==> config.mk <==
export PLATFORM = sky130hd
export DESIGN_NAME = sm_dbg_ctrl
export DESIGN_NICKNAME = d
export VERILOG_FILES = /design/src/rtl/sm_dbg_ctrl.sv
export SDC_FILE = /design/constraint.sdc
export NUM_CORES = 1
export LEC_CHECK = 0
export ABC_AREA = 1
export ABC_CLOCK_PERIOD_IN_PS = 2800
export CAP_MARGIN = 0
export CORE_MARGIN = 2
export CORE_UTILIZATION = 41
export CTS_CLUSTER_SIZE = 14
export DETAILED_ROUTE_END_ITERATION = 8
export PLACE_DENSITY = 0.73
export SLEW_MARGIN = 30
export SYNTH_ARGS = -nofsm -noshare
export SYNTH_HDL_FRONTEND = slang
export SYNTH_SLANG_ARGS = --single-unit
==> constraint.sdc <==
create_clock -name clk -period 2.8 [get_ports clk]
set_input_delay 0.28 -clock clk [delete_from_list [all_inputs] [get_ports clk]]
set_output_delay 0.28 -clock clk [all_outputs]
set_load 0.05 [all_outputs]
==> src/rtl/sm_dbg_ctrl.sv <==
// Run-control and debug sequencer for the pipelined schoolMIPS core.
// Gates the core clock enable to run, halt or step the core, stops it on a
// fetch-address breakpoint, and streams the register file out over a
// valid/ready channel while the core is halted.
module sm_dbg_ctrl #(
  parameter int unsigned STEP_W       = 16,
  parameter bit          RUN_ON_RESET = 1'b1
) (
  input  logic              clk,
  input  logic              rst_n,
  input  logic              cmd_valid,
  output logic              cmd_ready,
  input  logic [1:0]        cmd_op,
  input  logic [STEP_W-1:0] cmd_arg,
  input  logic              bp_en,
  input  logic [31:0]       bp_addr,
  input  logic [31:0]       im_addr,
  output logic              cpu_en,
  output logic [4:0]        reg_addr,
  input  logic [31:0]       reg_data,
  output logic              dump_valid,
  input  logic              dump_ready,
  output logic [4:0]        dump_idx,
  output logic [31:0]       dump_data,
  output logic              halted,
  output logic              bp_hit,
  output logic              cmd_err,
  output logic [31:0]       cycle_cnt
);

  typedef enum logic [2:0] {
    S_HALT,
    S_RUN,
    S_STEP,
    S_DUMP_RD,
    S_DUMP_WAIT
  } state_t;

  typedef enum logic [1:0] {
    OP_RUN  = 2'b00,
    OP_HALT = 2'b01,
    OP_STEP = 2'b10,
    OP_DUMP = 2'b11
  } op_t;

  localparam state_t RST_STATE = RUN_ON_RESET ? S_RUN : S_HALT;

  state_t              state_q, state_d;
  logic [STEP_W-1:0]   step_left_q, step_left_d;
  logic                bp_skip_q, bp_skip_d;
  logic                bp_hit_q, bp_hit_d;
  logic                cmd_err_q, cmd_err_d;
  logic [31:0]         cycle_cnt_q, cycle_cnt_d;
  logic                dump_valid_q, dump_valid_d;
  logic [4:0]          dump_idx_q, dump_idx_d;
  logic [31:0]         dump_data_q, dump_data_d;

  op_t  op;
  logic cmd_acc;
  logic bp_match;
  logic core_active;

  assign op          = op_t'(cmd_op);
  assign core_active = (state_q == S_RUN) || (state_q == S_STEP);
  assign bp_match    = bp_en && (im_addr == bp_addr) && !bp_skip_q;
  assign cpu_en      = core_active && !bp_match;
  assign cmd_ready   = (state_q == S_HALT) || core_active;
  assign cmd_acc     = cmd_valid && cmd_ready;

  assign halted      = (state_q == S_HALT);
  assign bp_hit      = bp_hit_q;
  assign cmd_err     = cmd_err_q;
  assign cycle_cnt   = cycle_cnt_q;
  assign dump_valid  = dump_valid_q;
  assign dump_idx    = dump_idx_q;
  assign dump_data   = dump_data_q;
  // The debug read port follows the dump index; it is 0 out of reset.
  assign reg_addr    = dump_idx_q;

  // Next-state and command handling for the run-control FSM.
  // A breakpoint hit is applied last so it overrides step completion and
  // any command accepted in the same cycle.
  always_comb begin
    state_d     = state_q;
    step_left_d = step_left_q;
    bp_skip_d   = bp_skip_q;
    bp_hit_d    = bp_hit_q;
    cmd_err_d   = 1'b0;

    // The skip flag only has to cover the first enabled cycle after a resume.
    if (cpu_en) begin
      bp_skip_d = 1'b0;
    end

    unique case (state_q)
      S_HALT: begin
        if (cmd_acc) begin
          unique case (op)
            OP_RUN: begin
              state_d   = S_RUN;
              bp_hit_d  = 1'b0;
              bp_skip_d = 1'b1;
            end
            OP_STEP: begin
              bp_hit_d = 1'b0;
              if (cmd_arg != '0) begin
                step_left_d = cmd_arg;
                state_d     = S_STEP;
                bp_skip_d   = 1'b1;
              end
            end
            OP_DUMP: begin
              state_d = S_DUMP_RD;
            end
            default: ;
          endcase
        end
      end

      S_RUN: begin
        if (cmd_acc) begin
          unique case (op)
            OP_HALT: state_d   = S_HALT;
            OP_RUN:  bp_hit_d  = 1'b0;
            default: cmd_err_d = 1'b1;
          endcase
        end
        if (bp_match) begin
          state_d  = S_HALT;
          bp_hit_d = 1'b1;
        end
      end

      S_STEP: begin
        if (cpu_en) begin
          step_left_d = step_left_q - STEP_W'(1);
          if (step_left_q == STEP_W'(1)) begin
            state_d = S_HALT;
          end
        end
        if (cmd_acc) begin
          if (op == OP_HALT) begin
            state_d = S_HALT;
          end else begin
            cmd_err_d = 1'b1;
          end
        end
        if (bp_match) begin
          state_d  = S_HALT;
          bp_hit_d = 1'b1;
        end
      end

      S_DUMP_RD: begin
        state_d = S_DUMP_WAIT;
      end

      S_DUMP_WAIT: begin
        if (dump_valid_q && dump_ready) begin
          state_d = (dump_idx_q == 5'd31) ? S_HALT : S_DUMP_RD;
        end
      end

      default: state_d = S_HALT;
    endcase
  end

  // Dump datapath and cycle counter.
  always_comb begin
    cycle_cnt_d  = cycle_cnt_q + 32'(cpu_en);
    dump_valid_d = dump_valid_q;
    dump_idx_d   = dump_idx_q;
    dump_data_d  = dump_data_q;

    unique case (state_q)
      S_HALT: begin
        if (cmd_acc && (op == OP_DUMP)) begin
          dump_idx_d = '0;
        end
      end
      S_DUMP_RD: begin
        dump_data_d  = reg_data;
        dump_valid_d = 1'b1;
      end
      S_DUMP_WAIT: begin
        if (dump_valid_q && dump_ready) begin
          dump_valid_d = 1'b0;
          if (dump_idx_q != 5'd31) begin
            dump_idx_d = dump_idx_q + 5'd1;
          end
        end
      end
      default: ;
    endcase
  end

  // State and datapath registers; reset is asynchronous and active-high.
  always_ff @(posedge clk or posedge rst_n) begin
    if (rst_n) begin
      state_q      <= RST_STATE;
      step_left_q  <= '0;
      bp_skip_q    <= 1'b0;
      bp_hit_q     <= 1'b0;
      cmd_err_q    <= 1'b0;
      cycle_cnt_q  <= '0;
      dump_valid_q <= 1'b0;
      dump_idx_q   <= '0;
      dump_data_q  <= '0;
    end else begin
      state_q      <= state_d;
      step_left_q  <= step_left_d;
      bp_skip_q    <= bp_skip_d;
      bp_hit_q     <= bp_hit_d;
      cmd_err_q    <= cmd_err_d;
      cycle_cnt_q  <= cycle_cnt_d;
      dump_valid_q <= dump_valid_d;
      dump_idx_q   <= dump_idx_d;
      dump_data_q  <= dump_data_d;
    end
  end

endmodule

; ---- After elaboration in Yosys (flattened, before gate mapping)
; Index checks and enable logic that the tools add are counted.
[totals]
out_inout_bits = 80
regBits = 92
word_cells = 103
[classes]
reduce_logical = 24
muxes = 42
eq_ne = 25
n_addsub = 3
[op_table]
columns = operator, n
row1 = 16-bit 2-to-1 mux, 4
row2 = 3-bit 2-to-1 mux, 11
row3 = 32-bit by 1-bit adder with 32-bit output, 1
row4 = 32-bit equality test, 1
row5 = 16-bit case mux with 2 select lines, 1
row6 = 16-bit by 1-bit equality test with 1-bit output (second input constant), 1
row7 = 16-bit nonzero test, 1
row8 = 16-bit by 1-bit subtractor with 16-bit output (second input constant), 1
row9 = 1-bit 2-to-1 mux, 15
row10 = 5-bit 2-to-1 mux, 3
row11 = 3-bit case mux with 5 select lines, 1
row12 = 6-bit AND reduction, 2
row13 = 2-bit inequality test (second input constant), 5
row14 = 5-bit case mux with 2 select lines, 1
row15 = 3-bit case mux with 3 select lines, 1
row16 = 2-bit by 1-bit inequality test with 1-bit output (second input constant), 4
row17 = 3-bit by 2-bit equality test with 1-bit output (second input constant), 2
row18 = 1-bit logical AND, 6
row19 = 3-bit by 2-bit inequality test with 1-bit output (second input constant), 2
row20 = 3-bit inequality test (second input constant), 2
row21 = 1-bit case mux with 2 select lines, 3
row22 = 2-bit nonzero test, 3
row23 = 5-bit by 1-bit adder with 5-bit output (second input constant), 1
row24 = 5-bit equality test (second input constant), 1
row25 = other kinds (17), 21

; ---- Longest topological paths before layout
[depth]
word_depth = 10
ltp_mapped = 22
depth_no_buf = 22

; ---- Least setup slack after synthesis
; OpenSTA, ideal clock, no wires.
[synth_path]
path_type = reg-to-reg
start = reg state_q[0]
end = reg cycle_cnt_q[30] (netlist: cycle_cnt[30])
required_ps = 2718
arrival_ps = 2858
setup_slack_ps = -140
synth_period_minus_slack_ps = 2940
path_buffers = 0
stages_incl_launch_ff = 18
setup_ps = 82
path_cell_list = dfstp_2 inv_2 nor3_1 inv_1 nand2_1 nand2_1 inv_1 ha_1 ha_1 nand3_2 nor2_2 nand3_2 nor2_4 nand2_4 nor2_4 nand2_2 nor2_2 xor2_1
[synth_between]
elab_chain_len = 4
word_cells_on_any_way = 5
classes_between = add/sub: 1 / eq/ne: 2 / reduce/logical: 2
[synth_rtl]
columns = item, line_no
row1 = "start, declared", 48  ; state_t state_q, state_d;
row2 = "start signal, assigned", 210  ; state_q <= state_d;
row3 = 3-bit by 1-bit equality test with 1-bit output or 3-bit by 2-bit equality test with 1-bit output (tied branches), 64  ; assign core_active = (state_q == S_RUN) || (state_q == S_STEP);
row4 = 1-bit logical OR (*), 64
row5 = 1-bit logical AND (*), 66  ; assign cpu_en = core_active && !bp_match;
row6 = via cpu_en, 18  ; output logic cpu_en,
row7 = 32-bit by 1-bit adder with 32-bit output (*), 170  ; cycle_cnt_d = cycle_cnt_q + 32'(cpu_en);
row8 = via cycle_cnt_d[30], 53  ; logic [31:0] cycle_cnt_q, cycle_cnt_d;
row9 = "end signal, assigned", 215  ; cycle_cnt_q <= cycle_cnt_d;
row10 = "end, declared", 53
; The timed path passes the listed nets; every way through them passes the cells marked *.
; A chain may end at the register's enable or synchronous reset.

; ---- Worst setup path after layout
[layout_path]
start = in im_addr[13]
end = reg cycle_cnt_q[29] (netlist: cycle_cnt[29])
[layout_between]
elab_chain_len = 6
[layout_rtl]
columns = item, line_no
row1 = "start, declared", 17  ; input logic [31:0] im_addr,
row2 = 32-bit equality test, 65  ; assign bp_match = bp_en && (im_addr == bp_addr) && !bp_skip_q;
row3 = 1-bit logical AND (2 in a row), 65
row4 = 1-bit logical NOT, 66
row5 = 1-bit logical AND, 66
row6 = 32-bit by 1-bit adder with 32-bit output, 170
row7 = via cycle_cnt_d[29], 53
; The timed path passes the listed nets, and every way through them passes these cells.

==> impl_metrics.tcl <==
set metrics [dict create \
    status "complete, no violations" \
    slowest_delay_ns 0.45 \
    synth_nets 819 \
    use_met3 0.0472 \
    synth.largest_area_cell "dfrtp_1" \
    reg2reg_from "state_q[0]$_DFFE_PP1P_" \
    worstMarginPinSlew_ns 0.879 \
    vias_per_cell 4.60 \
    synth_ff_type "dfrtp_1" \
    period_needed_ns 2.69 \
    total_leakage_power_nw 4.13 \
    synth-edff-count 0 \
    synth_most_common_cell "nand2_1" \
    clock_sinks 92 \
    die_x_um 120 \
    grt_use_met1 0.272 \
    place_inst 1103 \
    cp_max_fo 4 \
    synth_seq_area_share 0.416 \
    grt.total_usage 0.202 \
    power_density_mw_per_mm2 856 \
    insertion_delay_ns 0.33 \
    grt_pass1_vias 4951 \
    antenna_found_initial 0 \
    fmax_mhz 372 \
    r2r-end "cycle_cnt[29]$_DFF_PP0_" \
    clk_pin_slew_worst_paths_ns 0.06 \
    coreArea_mm2 0.0132 \
    synth_top_area_frac 0.411 \
    grt_overflow 0 \
    num_io_pins 199 \
    wl_mm 14.5 \
    relSlewSlack 0.413 \
    finalHoldViolCount 0 \
    synth-seq-cells 92 \
    synthToLayoutAreaGrowth_pct 53.9 \
    dieArea_mm2 0.0145 \
    tns_ns 0 \
    fin_cells 1124 \
    n_antenna_cell 0 \
    hold_buffers 0 \
    post-dp-hpwl_mm 11.2 \
    worstPathRequired_ns 3.02 \
    start_util 0.418 \
    report.final.slew_viol_count 0 \
    numPortBuffers 198 \
    timing.final.crit_share 0.959 \
    fillers 1170 \
    min_path_type "in2async" \
    path_buf_inv 4 \
    setup_viol 0 \
    critPathArrivalTime_ns 2.91 \
    first_pass_iters 4 \
    drcViolationCount 0 \
    synth_warnings 0 \
    clockBufferDepth 2 \
    finalNetCount 1068 \
    grt_pass1_wl_mm 23.6 \
    startpoint_type "primary input" \
    htree_levels 3 \
    grt_max_degree 49 \
    rows 42 \
    cp_top_family "simple AND/OR/NAND/NOR gates" \
    drive_gt1_frac 0.182 \
    worstPathCellList "clkdlybuf4s50_1, inv_1, or2_1, nand3_2, nor3b_2, nand2_1, nor2_1, nand3_1, nand2_2, clkinvlp_4, ha_4, buf_4, nand3_4, nor3_4, nand3_4, nor2_8, nand3_4, nor2_4, nand3_2, xnor2_2" \
    yosys-top-cells-area "dfrtp_1 41%, nand2_1 11%, inv_1 6.5%" \
    path_common_cell "nand3_4" \
    worstSetupPathType "in2reg" \
    worst-r2r-setup-slack_ns 0.19 \
    ir_drop_v 0.000833 \
    cts_made_buffers 9 \
    end_kind "flip-flop" \
    grtUsageMet2 0.331 \
    syn_area_mm2 0.00554 \
    num_vias 5170 \
    synth.avg_cell_area_um2 7.98 \
    yosys-top-cells-count "169 x nand2_1, 96 x inv_1, 91 x dfrtp_1, 76 x nor2_1, 32 x mux2_2" \
    top_usage_layer "met2" \
    fin_total_pwr_mw 7.29 \
    cts_tree "yes" \
    drt-initial-drc-count 213 \
    drv_cap 0 \
    fin_worst_skew_ns 0.00617 \
    async_flop_share 1.00 \
    crit_slowest_cell "clkdlybuf4s50_1" \
    ys_types 40 \
    die_height_um 120 \
    grt_setup_unrepaired "true" \
    root_buffer "clkbuf_16" \
    wire_per_inst_um 12.9 \
    rr_worst_depth 16 \
    netlist_instances 694 \
    place_congestion 0.858 \
    ant_nets 0 \
]
==> cells in the final DEF, fill, tap and decap left out, types with 14 or more instances in the layout <==
cell / n
buf_4: 54
clkdlybuf4s50_1: 179
dfrtp_1: 91
dlymetal6s2s_1: 18
inv_1: 91
inv_2: 14
mux2_2: 32
nand2_1: 167
nand3_1: 26
nor2_1: 70
o21ai_0: 20
o21ai_1: 23
xor2_1: 24
==> cells by family after synthesis <==
| group | synth area share |
|---|---|
| AND/OR/NAND/NOR | 0.300 |
| buffers and inverters | 0.0874 |
| flip-flops | 0.416 |
| AO/OA/AOI/OAI | 0.0526 |
| XOR/XNOR | 0.0648 |
| multiplexers | 0.0651 |
| adder cells (fa/ha/maj) | 0.0136 |
==> sequential cells by signal (all words and copies together) (netlist names) <==
register and cells:
cycle_cnt 32, bp_skip_q 1, state_q 3, dump_data 32, cmd_err 1, dump_idx 5, bp_hit 1, dump_valid 1
step_left_q 16
==> final cells by class <==
cell class	instances	area, um2	area share
Multi-Input combinational cell	480	2880	0.338
Timing Repair Buffer	252	2440	0.287
Sequential cell	92	2300	0.270
Inverter	108	412	0.0483
Clock buffer	12	236	0.0278
Tap cell	176	220	0.0258
Clock inverter	4	26.3	0.00308
==> metal layers <==
metal	vias up	wire length (um)	share of wire
met5	-	0	0
met4	0	243	0.017
met3	20	645	0.045
met2	105	6950	0.48
met1	2364	6620	0.46
li1	2681	-	-
==> repair_timing <==
action / in CTS / in global routing
buffers inserted: 0 / 5
endpoints found under the hold margin: 0 / 0
endpoints found under the setup margin: 0 / 17
gates resized for setup: 0 / 45
==> how the worst max path moves through the flow <==
stage,startpoint,end,cells past startpoint
6_report,im_addr[13],cycle_cnt[29]$_DFF_PP0_,20
5_1_grt,im_addr[25],cycle_cnt[30]$_DFF_PP0_,24
4_1_cts,im_addr[11],cycle_cnt[30]$_DFF_PP0_,22
3_5_place_dp,im_addr[11],cycle_cnt[30]$_DFF_PP0_,22
3_3_place_gp,im_addr[11],cycle_cnt[30]$_DFF_PP0_,22
2_1_floorplan,state_q[0]$_DFFE_PP1P_,cycle_cnt[30]$_DFF_PP0_,17
==> per-stage QoR <==
| step | utilization | area, um2 | hold slack [ns] | setup slack (ns) |
|---|---|---|---|---|
| final | 0.643 | 8520 | 0.367 | 0.115 |
| after global placement | 0.608 | 8060 | 0.455 | -0.209 |
| after floorplan | - | 5550 | 0.431 | 0.0957 |
| after detailed placement | 0.608 | 8060 | 0.466 | -0.267 |
| after global routing | 0.643 | 8520 | 0.418 | -0.0400 |
| after CTS | 0.628 | 8320 | 0.386 | 0.0724 |
==> power by group <==
| part | switching (mW) | total (mW) | internal [mW] |
|---|---|---|---|
| Clock | 0.483 | 1.08 | 0.601 |
| Combinational | 2.51 | 4.05 | 1.54 |
| Sequential | 0.356 | 2.15 | 1.80 |
| Total | 3.35 | 7.29 | 3.94 |
No activity file was read; power rests on OpenSTA's default activity.
